File: src/rtl/vga_sync_receiver.sv
// rtl/vga_sync_receiver.sv - VGA timing receiver with pixel coordinates and lock detection
//
// Purpose: registers incoming VGA sync/blank/RGB once, measures line length
// (h_total) and frame height (v_total), produces pixel coordinates, and runs a
// lock FSM that declares the timing stable after one clean frame.
//
// Ports:
//   vga_clock    - sole clock, rising edge
//   resetn       - asynchronous active-low reset
//   hs_n, vs_n   - horizontal / vertical sync, active low
//   blank        - high while the pixel is visible
//   rgb_in       - {R,G,B} 8 bits each
//   x, y         - coordinates of the current visible pixel
//   pixel_valid  - x/y/pixel_colour valid
//   pixel_colour - {R[7],G[7],B[7]}
//   line_start   - pulse with the first pixel of each line
//   frame_start  - pulse with pixel (0,0)
//   h_total      - measured cycles per line
//   v_total      - measured lines per frame
//   locked       - timing stable
//   sync_error   - one-cycle pulse when lock is lost
module vga_sync_receiver #(
   parameter logic [9:0] H_TIMEOUT = 10'd1023,
   parameter logic [9:0] V_TIMEOUT = 10'd1023
) (
   input  logic        vga_clock,
   input  logic        resetn,
   input  logic        hs_n,
   input  logic        vs_n,
   input  logic        blank,
   input  logic [23:0] rgb_in,
   output logic [9:0]  x,
   output logic [9:0]  y,
   output logic        pixel_valid,
   output logic [2:0]  pixel_colour,
   output logic        line_start,
   output logic        frame_start,
   output logic [9:0]  h_total,
   output logic [9:0]  v_total,
   output logic        locked,
   output logic        sync_error
);

   localparam logic [9:0] CNT_MAX = 10'h3FF;

   typedef enum logic [1:0] {
      ST_UNLOCKED = 2'd0,
      ST_ACQUIRE  = 2'd1,
      ST_LOCKED   = 2'd2
   } state_t;

   // stage 1 and its delayed copy used for edge detection
   logic        hs1_q, vs1_q, blank1_q;
   logic [23:0] rgb1_q;
   logic        hs2_q, vs2_q, blank2_q;

   // measurement counters
   logic [9:0]  hcnt_q, hcnt_d;
   logic [9:0]  lcnt_q, lcnt_d;
   logic        h_seen_q, h_seen_d;
   logic        v_seen_q, v_seen_d;
   logic [9:0]  h_total_q, h_total_d;
   logic [9:0]  v_total_q, v_total_d;

   // stage 2 pixel outputs
   logic [9:0]  x_q, x_d;
   logic [9:0]  y_q, y_d;
   logic        pv_q, pv_d;
   logic [2:0]  colour_q, colour_d;
   logic        ls_q, ls_d;
   logic        fs_q, fs_d;

   // lock FSM
   state_t      state_q, state_d;
   logic [9:0]  ref_q, ref_d;
   logic        mism_q, mism_d;
   logic        locked_q, locked_d;
   logic        sync_error_q, sync_error_d;

   logic        hs_fall, vs_fall, blank_rise, blank_fall;
   logic [9:0]  period;
   logic        period_ok;
   logic [9:0]  h_cur;
   logic        timeout;
   logic        unused_rgb;

   assign hs_fall    = hs2_q & ~hs1_q;
   assign vs_fall    = vs2_q & ~vs1_q;
   assign blank_rise = blank1_q & ~blank2_q;
   assign blank_fall = blank2_q & ~blank1_q;

   // Length of the line that ends at this HS fall. The first fall after reset
   // has no preceding fall, so its count is not a real period.
   assign period    = (hcnt_q == CNT_MAX) ? CNT_MAX : hcnt_q + 10'd1;
   assign period_ok = hs_fall & h_seen_q;
   assign h_cur     = period_ok ? period : h_total_q;
   assign timeout   = (hcnt_q >= H_TIMEOUT) | (lcnt_q >= V_TIMEOUT);

   // only the colour MSBs are used downstream
   assign unused_rgb = ^{rgb1_q[22:16], rgb1_q[14:8], rgb1_q[6:0]};

   always_comb begin
      hcnt_d    = hs_fall ? 10'd0 : ((hcnt_q == CNT_MAX) ? hcnt_q : hcnt_q + 10'd1);
      h_seen_d  = h_seen_q | hs_fall;
      h_total_d = period_ok ? period : h_total_q;

      // an HS fall coincident with VS fall is the first line of the new frame
      lcnt_d = lcnt_q;
      if (vs_fall) begin
         lcnt_d = hs_fall ? 10'd1 : 10'd0;
      end else if (hs_fall && lcnt_q != CNT_MAX) begin
         lcnt_d = lcnt_q + 10'd1;
      end
      v_seen_d  = v_seen_q | vs_fall;
      v_total_d = (vs_fall && v_seen_q) ? lcnt_q : v_total_q;
   end

   always_comb begin
      x_d = x_q;
      if (blank_rise) begin
         x_d = 10'd0;
      end else if (blank1_q && x_q != CNT_MAX) begin
         x_d = x_q + 10'd1;
      end

      // row advances after each visible line; VS fall wins over a coincident blank fall
      y_d = y_q;
      if (vs_fall) begin
         y_d = 10'd0;
      end else if (blank_fall && y_q != CNT_MAX) begin
         y_d = y_q + 10'd1;
      end

      pv_d     = blank1_q;
      colour_d = blank1_q ? {rgb1_q[23], rgb1_q[15], rgb1_q[7]} : 3'b000;
      ls_d     = blank_rise;
      fs_d     = blank_rise & (y_d == 10'd0);
   end

   // FSM: next state
   always_comb begin
      state_d = state_q;
      ref_d   = ref_q;
      mism_d  = mism_q;
      case (state_q)
         ST_UNLOCKED: begin
            if (vs_fall) begin
               state_d = ST_ACQUIRE;
               ref_d   = h_cur;
               mism_d  = 1'b0;
            end
         end
         ST_ACQUIRE: begin
            // the line ending on the VS-fall cycle still belongs to the frame being judged
            if (vs_fall) begin
               if (!mism_q && !(period_ok && period != ref_q)) begin
                  state_d = ST_LOCKED;
               end else begin
                  ref_d  = h_cur;
                  mism_d = 1'b0;
               end
            end else if (period_ok && period != ref_q) begin
               mism_d = 1'b1;
            end
         end
         ST_LOCKED: begin
            if ((period_ok && period != h_total_q) ||
                (vs_fall && v_seen_q && lcnt_q != v_total_q)) begin
               state_d = ST_UNLOCKED;
            end
         end
         default: state_d = ST_UNLOCKED;
      endcase
      if (timeout) begin
         state_d = ST_UNLOCKED;
      end
   end

   // FSM: outputs
   always_comb begin
      locked_d     = (state_d == ST_LOCKED);
      sync_error_d = (state_q != ST_UNLOCKED) && (state_d == ST_UNLOCKED);
   end

   // FSM: state register
   always_ff @(posedge vga_clock or negedge resetn) begin
      if (!resetn) begin
         state_q      <= ST_UNLOCKED;
         ref_q        <= 10'd0;
         mism_q       <= 1'b0;
         locked_q     <= 1'b0;
         sync_error_q <= 1'b0;
      end else begin
         state_q      <= state_d;
         ref_q        <= ref_d;
         mism_q       <= mism_d;
         locked_q     <= locked_d;
         sync_error_q <= sync_error_d;
      end
   end

   always_ff @(posedge vga_clock or negedge resetn) begin
      if (!resetn) begin
         hs1_q     <= 1'b0;
         vs1_q     <= 1'b0;
         blank1_q  <= 1'b0;
         rgb1_q    <= 24'd0;
         hs2_q     <= 1'b0;
         vs2_q     <= 1'b0;
         blank2_q  <= 1'b0;
         hcnt_q    <= 10'd0;
         lcnt_q    <= 10'd0;
         h_seen_q  <= 1'b0;
         v_seen_q  <= 1'b0;
         h_total_q <= 10'd0;
         v_total_q <= 10'd0;
         x_q       <= 10'd0;
         y_q       <= 10'd0;
         pv_q      <= 1'b0;
         colour_q  <= 3'b000;
         ls_q      <= 1'b0;
         fs_q      <= 1'b0;
      end else begin
         hs1_q     <= hs_n;
         vs1_q     <= vs_n;
         blank1_q  <= blank;
         rgb1_q    <= rgb_in;
         hs2_q     <= hs1_q;
         vs2_q     <= vs1_q;
         blank2_q  <= blank1_q;
         hcnt_q    <= hcnt_d;
         lcnt_q    <= lcnt_d;
         h_seen_q  <= h_seen_d;
         v_seen_q  <= v_seen_d;
         h_total_q <= h_total_d;
         v_total_q <= v_total_d;
         x_q       <= x_d;
         y_q       <= y_d;
         pv_q      <= pv_d;
         colour_q  <= colour_d;
         ls_q      <= ls_d;
         fs_q      <= fs_d;
      end
   end

   assign x            = x_q;
   assign y            = y_q;
   assign pixel_valid  = pv_q;
   assign pixel_colour = colour_q;
   assign line_start   = ls_q;
   assign frame_start  = fs_q;
   assign h_total      = h_total_q;
   assign v_total      = v_total_q;
   assign locked       = locked_q;
   assign sync_error   = sync_error_q;

endmodule

File: config.mk
export PLATFORM = sky130hd
export DESIGN_NAME = vga_sync_receiver
export DESIGN_NICKNAME = d
export VERILOG_FILES = /design/src/rtl/vga_sync_receiver.sv
export SDC_FILE = /design/constraint.sdc
export NUM_CORES = 1
export LEC_CHECK = 0
export ABC_AREA = 0
export CORE_MARGIN = 5
export CORE_UTILIZATION = 50
export CTS_CLUSTER_SIZE = 24
export DETAILED_ROUTE_END_ITERATION = 12
export PLACE_DENSITY = 0.76
export SYNTH_ARGS = -nofsm -noshare
export SYNTH_HDL_FRONTEND = slang
export SYNTH_SLANG_ARGS = --single-unit
File: constraint.sdc
create_clock -name vga_clock -period 6.2 [get_ports vga_clock]
set_clock_uncertainty 0.15 [all_clocks]
set_input_delay 0.93 -clock vga_clock [delete_from_list [all_inputs] [get_ports vga_clock]]
set_output_delay 0.93 -clock vga_clock [all_outputs]
set_load 0.02 [all_outputs]
==> key figures, run 1 <==
Pwr
  • Worst vdd ir: 0.137 mV
  • Power per cell area: about 300 nW/um^2
  • Overall power: approximately 1.7 mW
  • Leak: around 2.3 nW

Drt
  • Post-DRT Antenna Nets: 0
  • Via/cell ratio: 5.94
  • Drt pass-1 iters: 5
  • Routed WL: between 10000 and 15000 um
  • Via count: ~3800
  • # DRC: 0
  • Wire per inst: approximately 17 um
  • Iter 0 DRT Violations: 265

STA
  • Final setup violation count: 0
  • Worst-Margin Slew: between 0.8 and 0.9 ns
  • Period utilisation layout: about 67%
  • Final-report hold violation count: 0
  • Max Clk Rate: 241 MHz
  • Max Slew Vio Count: 0
  • Final setup margin: between 2 and 2.5 ns
  • Relative slew slack: between 40% and 50%
  • RSZ-0062 raised after global routing: false
  • Final TNS setup: 0 ns
  • Final min period: around 4.1 ns

Global routing
  • Total grt overflow: 0
  • Tot GR Track Use: between 20% and 30%
  • Initial antenna violation count: 0
  • First-pass GRT wire length: approximately 18000 um
  • Vias in the first global route: approximately 3600
  • Largest net degree at the start of global routing: 67

Logic synthesis
  • Syn_area_per_cell: 9.87 um^2
  • Sequential area share after synthesis: 48.9%
  • Synthesized flop and latch total: 91
  • Most used DFF post-synth: dfrtp_1
  • Netlist cell types: about 60
  • Syn Inst Count: approximately 470
  • Post-synth ARST share: 100%
  • Post-synth EDFFs: 0
  • Synth warn: 0
  • Post-synth net total: roughly 510
  • Cell Area, Synth: between 4000 and 5000 um^2

Setup path
  • Critical Path RT: 6.28 ns
  • Worst Path Max Fanout: 12
  • Slowest stage delay, CP: between 0.5 and 0.6 ns
  • CP most frequent cell: o311ai_1
  • Worst-path cell chain: ha_1 > nand4_1 > o311ai_1 > o311ai_1 > or4_1 > or4_4 > o21ba_1 > mux2_4
  • Worst Path Buf+Inv: 0
  • Startpoint types: flip-flop
  • Slowest CP cell: dfrtp_1
  • Crit path DAT: 4.23 ns
  • Crit Path Category: flip-flop to flip-flop
  • CP Capture Type: flip-flop
  • Worst path top cell family by delay: simple AND/OR/NAND/NOR gates

Placed design
  • Gpl congestion: 0.923
  • Buffers on Ports: between 50 and 60
  • Place WS: around 2.1 ns
  • DP HPWL: 7660 um

Clock tree
  • CTS resizes: 0
  • Clk buf depth: 2
  • Hold buffer count at cts: 0
  • TritonCTS clock tree: done
  • Htree depth: 3
  • Setup Buffers After CTS: 0
  • Clock latency on the worst-skew pair: between 0.3 and 0.4 ns
  • CTS Buf Count: 9
  • Clock tree root buffer cell: clkbuf_8
  • Reg clk slew, reported paths: 0.08 ns
  • Num Clock Sinks: about 90

Finish
  • NumNets Final: 552
  • Ant diodes: 0
  • Share of layout cells above drive strength 1: 9.54%
  • Leading cell type in the layout, fill and taps excluded: dfrtp_1
  • Fillers: 741
  • Area Growth Syn to Fin: 18.7%
  • Most frequent cells in the layout: dfrtp_1 (91), clkdlybuf4s50_1 (54), nor2_1 (45)
  • Final core utilization: between 60 and 70%
  • Seq. cell area: between 2000 and 2500 um^2
  • Footprint of the multi-input gates: 2230 um^2

Die
  • Die area: approximately 11000 um^2
  • Total I/O pin count: 77
  • FP Rows: 35
  • Die extent in x: roughly 110 um
  • Starting density of the core: 50.9%
  • Core area: approximately 9200 um^2
  • Die height: 107 um

Run
  • Max-Cap Viols: 0

Hold path
  • Hold WC Path Type: flip-flop to flip-flop

Outcome
  • Status: finished, final reports clean
==> state kept, by name (all words and copies together), names as in the netlist, 10 cells and up <==
name     cells
h_total     10
hcnt_q      10
lcnt_q      10
ref_q       10
v_total     10
x           10
y           10
==> final cells by class <==
| type | count | area share [%] |
|---|---|---|
| inverters | 13 | 0.882 |
| clock buffers | 10 | 2.49 |
| clock inverters | 6 | 2.15 |
| flip-flops and latches | 91 | 41.2 |
| well taps | 111 | 2.51 |
| repair buffers | 60 | 10.6 |
| multi-input cells | 344 | 40.2 |
==> synth_stat cells (2+ instances only) <==
cell type	instances	area share (%)
a2111oi_0	2	0.38
a211o_1	2	0.38
a211oi_1	4	0.64
a21oi_1	18	1.9
a22o_1	2	0.38
a31oi_1	10	1.3
a41oi_1	2	0.38
and2_1	6	0.81
and3_1	5	0.67
and4_1	3	0.56
buf_2	4	0.43
clkbuf_1	17	1.4
dfrtp_1	91	49
ha_1	4	1.1
inv_1	13	1.0
mux2_2	10	2.4
mux2_4	10	3.2
nand2_1	30	2.4
nand2b_1	7	0.94
nand3_1	18	1.9
nand3b_1	2	0.32
nand4_1	10	1.3
nor2_1	45	3.6
nor2b_1	3	0.40
nor3_1	20	2.1
nor4_1	6	0.81
nor4b_1	2	0.38
o2111ai_1	3	0.56
o21ai_0	38	4.1
o22ai_1	2	0.27
o311ai_1	2	0.38
or2_2	4	0.54
or3_1	12	1.6
or4_1	3	0.48
xnor2_1	20	3.8
xor2_1	19	3.6
==> power breakdown <==
group	switching [mW]	leakage (nW)	internal, mW
registers	0.0924	1.19	0.666
clock network	0.214	0.129	0.284
logic	0.217	0.993	0.215
total	0.523	2.31	1.16
==> layer usage <==
| layer | vias to the layer above | share of wire [%] | GRT usage (%) |
|---|---|---|---|
| li1 | 1795 | - | - |
| met2 | 107 | 48 | 32.3 |
| met1 | 1848 | 46 | 27.8 |
| met3 | 22 | 4.8 | 3.28 |
| met4 | 0 | 1.9 | 6.12 |
| met5 | - | 0 | 0 |
==> cell families after synthesis <==
family | synth area share [%]
XOR/XNOR | 7.33
buffers and inverters | 3.36
flip-flops | 48.9
AND/OR/NAND/NOR | 20.4
AO/OA/AOI/OAI | 13.2
multiplexers | 5.85
adder cells (fa/ha/maj) | 1.07
==> per-stage QoR <==
stage | std cells | area (um^2) | hold WS, ns
after floorplan | 472 | 4660 | 0.216
after global placement | 619 | 5280 | 0.225
after detailed placement | 619 | 5280 | 0.229
after CTS | 635 | 5530 | 0.250
after global routing | 635 | 5530 | 0.268
final | 635 | 5530 | 0.250
==> final timing paths <==
check / startpoint / to / slack, ns / cells after the start
min reg2reg: hs1_q / hs2_q / 0.25 / 0
max: hcnt_q[0] / ref_q[1] / 2.05 / 8
min in group asynchronous: resetn / blank1_q / 0.31 / 1
min: hs1_q / hs2_q / 0.25 / 0
max in group asynchronous: resetn / ref_q[1] / 4.48 / 2
max reg2reg: hcnt_q[0] / ref_q[1] / 2.05 / 8
Power figures use the tool's default switching activity.
==> run 2, diff against run 1 <==
==> constraint.sdc (replaced) <==
create_clock -name vga_clock -period 4.3 [get_ports vga_clock]
set_clock_uncertainty 0.15 [all_clocks]
set_input_delay 0.645 -clock vga_clock [delete_from_list [all_inputs] [get_ports vga_clock]]
set_output_delay 0.645 -clock vga_clock [all_outputs]
set_load 0.02 [all_outputs]
==> key figures, run 2 (synthesis gave the netlist of run 1 again) <==
Drt
  • # DRC: 0
  • Post-DRT Antenna Nets: 0
  • Iter 0 DRT Violations: 300
  • Routed WL: approximately 11000 um
  • Via/cell ratio: a little under 6
  • Via count: 3790
  • Wire per inst: around 17 um
  • Drt pass-1 iters: 4

Finish
  • Ant diodes: 0
  • Most frequent cells in the layout: dfrtp_1 (91), clkdlybuf4s50_1 (54), nor2_1 (45)
  • Area Growth Syn to Fin: 17.7%
  • Share of layout cells above drive strength 1: 10.1%
  • Leading cell type in the layout, fill and taps excluded: dfrtp_1
  • Final instance area: 5490 um^2
  • NumNets Final: around 560

Setup path
  • Reg2reg start: hcnt_q[0]
  • Crit Path Category: flip-flop to flip-flop
  • Worst Path Max Fanout: 12
  • Critical Path RT: 4.38 ns
  • Startpoint types: flip-flop
  • Worst R2R Path Depth: 8
  • Worst Setup SP: hcnt_q[0]
  • CP Capture Type: flip-flop
  • Crit path DAT: 3.86 ns

Clock tree
  • TritonCTS clock tree: done
  • CTS Buf Count: 9
  • Clock latency on the worst-skew pair: 0.35 ns
  • Clock tree root buffer cell: clkbuf_8
  • Setup Buffers After CTS: 0
  • Htree depth: 3
  • Hold buffer count at cts: 0
  • CTS resizes: 0
  • Reg clk slew, reported paths: around 0.090 ns
  • Clk buf depth: 2
  • Num Clock Sinks: 91

Placed design
  • DP HPWL: approximately 7900 um
  • Buffers on Ports: 55
  • Gpl congestion: approximately 0.9
  • Post-Place Cell Area: between 5000 and 6000 um^2

Pwr
  • Power per cell area: around 410 nW/um^2
  • Sw Share: between 30 and 40%
  • Clock power frac: 23.9%
  • Psw: around 0.76 mW
  • Sequential power share: approximately 49%
  • Cell Int Power: 1.50 mW
  • Worst vdd ir: 0.186 mV
  • Combinational share of power: roughly 28%
  • Leak: 2.29 nW

Die
  • FP Rows: 35
  • Total I/O pin count: 77
  • Die height: 107 um
  • Die extent in x: about 110 um
  • Starting density of the core: about half
  • Die area: 11300 um^2
  • Core area: roughly 9000 um^2

Global routing
  • Largest net degree at the start of global routing: 65
  • Total grt overflow: 0
  • M1 GR Usage: between 20% and 30%
  • GR Layer Usage met2: between 30% and 40%
  • Met3 global-route usage: between 3 and 4%
  • First-pass GRT wire length: ~19000 um
  • Tot GR Track Use: about a fifth
  • Busiest grt layer: met2
  • Vias in the first global route: about 3700
  • Initial antenna violation count: 0

STA
  • Max Slew Vio Count: 0
  • Final min period: approximately 3.8 ns
  • Worst-Margin Slew: about 0.86 ns
  • Final setup violation count: 0
  • Relative slew slack: a little over two fifths
  • RSZ-0062 raised after global routing: false
  • Period utilisation layout: ~88%
  • Final-report hold violation count: 0
  • Final TNS setup: 0 ns
  • Max Clk Rate: ~260 MHz

Run
  • Max-Cap Viols: 0

Outcome
  • Status: finished, final reports clean

Hold path
  • Hold WC Path Type: primary input to asynchronous set/reset pin
-- run 2: changes by cell type in the layout (fill, tap and decap cells not counted), sizes merged --
cell and change:
buf +3, bufinv -3, inv -1, clkinv +3, clkinvlp +1
-- run 2: worst paths after layout --
path / end / slack [ns]
min: y[0] / 0.22
min reg2reg: hs2_q / 0.26
max in group asynchronous: vs2_q / 2.91
min in group vga_clock: hs2_q / 0.26
max: ref_q[9] / 0.52
max reg2reg: ref_q[9] / 0.52
-- run 2: metal layers --
metal	vias up	share of wire [%]
met5	-	0
met4	0	2.1
met3	24	5.0
met2	108	48
met1	1865	45
li1	1793	-
-- run 2: power groups by stage --
stage | sequential, mW | combinational [mW] | clock [mW]
2_1_floorplan | 1.12 | 0.384 | 0
5_1_grt | 1.12 | 0.682 | 0.607
3_3_place_gp | 1.11 | 0.609 | 0
3_5_place_dp | 1.11 | 0.620 | 0
6_report | 1.10 | 0.624 | 0.542
4_1_cts | 1.10 | 0.625 | 0.562
-- run 2: layout make-up --
| cell class | instances | area [um^2] |
|---|---|---|
| flip-flops and latches | 91 | 2280 |
| clock buffers | 10 | 138 |
| multi-input cells | 344 | 2230 |
| inverters | 13 | 48.8 |
| fillers | 785 | 3670 |
| clock inverters | 6 | 50.0 |
| repair buffers | 63 | 608 |
| well taps | 111 | 139 |
-- run 2: critical path, cell delays in order (launching register included) --
cell	delay [ns]
dfrtp_1	0.56
ha_1	0.40
nand4_1	0.18
o311ai_1	0.27
o311ai_1	0.13
or4_1	0.55
or4_4	0.53
o21ba_1	0.48
mux2_4	0.41
-- run 2: through the flow --
stage | total power [mW] | util, % | setup slack [ns] | hold WS [ns] | std cells
after floorplan | 1.51 | - | 1.14 | 0.199 | 472
after global placement | 1.72 | 57.9 | 0.574 | 0.223 | 622
after detailed placement | 1.73 | 57.9 | 0.592 | 0.238 | 622
after CTS | 2.28 | 59.9 | 0.549 | 0.249 | 638
after global routing | 2.41 | 59.9 | 0.299 | 0.278 | 638
final | 2.26 | 59.9 | 0.518 | 0.219 | 638
==> run 3, diff against run 2 <==
--- a/config.mk
+++ b/config.mk
@@ -7,10 +7,9 @@
 export LEC_CHECK = 0
 export ABC_AREA = 0
 export CORE_MARGIN = 5
-export CORE_UTILIZATION = 50
+export CORE_UTILIZATION = 35
 export CTS_CLUSTER_SIZE = 24
 export DETAILED_ROUTE_END_ITERATION = 12
-export PLACE_DENSITY = 0.76
 export SYNTH_ARGS = -nofsm -noshare
 export SYNTH_HDL_FRONTEND = slang
 export SYNTH_SLANG_ARGS = --single-unit
==> key figures, run 3 (synthesis gave the netlist of run 1 again) <==
Outcome
  • Status: finished, final reports clean

Die
  • Die extent in x: approximately 130 um
  • Core area: 13100 um^2
  • Total I/O pin count: 77
  • FP Rows: between 40 and 50
  • Starting density of the core: 35.5%
  • Die area: between 15000 and 20000 um^2
  • Die height: about 130 um

Pwr
  • Psw: roughly 0.78 mW
  • Overall power: ~2.6 mW
  • Leak: around 2.4 nW
  • Clock power frac: 33.1%
  • Power per cell area: between 400 and 500 nW/um^2
  • Sequential power share: 42.5%
  • Sw Share: 30.3%
  • Cell Int Power: approximately 1.8 mW
  • Combinational share of power: between 20% and 30%
  • Worst vdd ir: 0.203 mV

Clock tree
  • Clk buf depth: 2
  • Hold buffer count at cts: 0
  • Clock latency on the worst-skew pair: around 0.35 ns
  • CTS Buf Count: 9
  • Clock tree root buffer cell: clkbuf_16
  • Reg clk slew, reported paths: about 0.06 ns
  • Htree depth: 3
  • Num Clock Sinks: between 90 and 100
  • Setup Buffers After CTS: 0
  • CTS resizes: 0
  • TritonCTS clock tree: done

Setup path
  • Crit Path Category: flip-flop to flip-flop
  • Worst-path cell chain: ha_1 > xnor2_1 > o21ai_0 > or4_1 > or4_4 > o21ba_1 > mux2_4
  • Slowest CP cell: xnor2_1
  • Worst Setup SP: hcnt_q[0]
  • Worst Path Max Fanout: 12
  • FF-to-FF End: ref_q[6]
  • Crit path to: ref_q[6]
  • CP Capture Type: flip-flop
  • Worst path top cell family by delay: simple AND/OR/NAND/NOR gates
  • Critical Path RT: between 4 and 5 ns
  • Worst Path Buf+Inv: 0
  • Crit path DAT: between 3 and 4 ns
  • Reg2reg start: hcnt_q[0]
  • Crit path depth: 7
  • Setup slack, reg-to-reg: about 0.51 ns
  • Slowest stage delay, CP: 0.58 ns
  • Startpoint types: flip-flop
  • Worst R2R Path Depth: 7

STA
  • Final setup margin: ~0.51 ns
  • Period utilisation layout: approximately nine tenths
  • Final-report hold violation count: 0
  • Worst-Margin Slew: slightly below 0.9 ns
  • Relative slew slack: about two fifths
  • Final min period: 3.79 ns
  • Max Slew Vio Count: 0
  • Final setup violation count: 0
  • RSZ-0062 raised after global routing: false
  • Max Clk Rate: 264 MHz
  • Final TNS setup: 0 ns

Drt
  • Via/cell ratio: 5.36
  • Post-DRT Antenna Nets: 0
  • # DRC: 0
  • Iter 0 DRT Violations: 225
  • Routed WL: 11400 um
  • Wire per inst: roughly 16 um
  • Drt pass-1 iters: 4
  • Via count: 3776

Placed design
  • Place WS: between 0.5 and 0.6 ns
  • DP HPWL: between 7000 and 8000 um
  • Buffers on Ports: between 50 and 60
  • Gpl congestion: between 0.9 and 1

Global routing
  • Initial antenna violation count: 0
  • First-pass GRT wire length: ~19000 um
  • Total grt overflow: 0
  • Largest net degree at the start of global routing: 70
  • Vias in the first global route: 3790
  • Tot GR Track Use: 15.1%

Finish
  • Most frequent cells in the layout: dfrtp_1 (91), clkdlybuf4s50_1 (54), nor2_1 (45)
  • Ant diodes: 0
  • Leading cell type in the layout, fill and taps excluded: dfrtp_1
  • Area Growth Syn to Fin: 22.6%
  • NumNets Final: ~560
  • Share of layout cells above drive strength 1: between 10% and 20%
  • Fillers: 1280

Run
  • Max-Cap Viols: 0

Hold path
  • Hold depth: 0
  • Hold WC Path Type: flip-flop to flip-flop
==> run 3: worst min-delay path by stage <==
stage,startpoint,to,slack (ns)
2_1_floorplan,resetn,blank1_q,0.20
3_3_place_gp,hs1_q,hs2_q,0.23
3_5_place_dp,hs1_q,hs2_q,0.23
4_1_cts,hs1_q,hs2_q,0.25
5_1_grt,hs1_q,hs2_q,0.27
6_report,hs1_q,hs2_q,0.24
==> run 3: routing by layer <==
layer	vias to the layer above	part of all wire (%)	global-route usage (%)
met2	112	46	23.4
met3	14	4.8	3.58
met5	-	0	0
met1	1848	48	20.4
met4	0	2.0	5.99
li1	1802	-	-
==> run 3: power by group through the flow <==
stage	Clock, mW	Combinational, mW	Sequential [mW]
2_1_floorplan	0	0.384	1.12
3_3_place_gp	0	0.617	1.10
3_5_place_dp	0	0.628	1.11
4_1_cts	0.876	0.632	1.09
5_1_grt	0.914	0.687	1.12
6_report	0.852	0.627	1.10
==> run 3: metrics by stage <==
step                      instances  utilization (%)  instance area, um^2  hold slack [ns]
after floorplan                 472                -                 4660            0.199
after global placement          689             41.1                 5400            0.227
after detailed placement        689             41.1                 5400            0.233
after CTS                       704             43.5                 5710            0.247
after global routing            704             43.5                 5710            0.273
final                           704             43.5                 5710            0.244
==> run 3: final cells by class <==
type | count | area (um^2) | area share, %
Sequential cell | 91 | 2280 | 39.9
Multi-Input combinational cell | 344 | 2230 | 39.0
Timing Repair Buffer | 65 | 623 | 10.9
Clock buffer | 11 | 243 | 4.25
Tap cell | 176 | 220 | 3.86
Clock inverter | 4 | 73.8 | 1.29
Inverter | 13 | 48.8 | 0.854
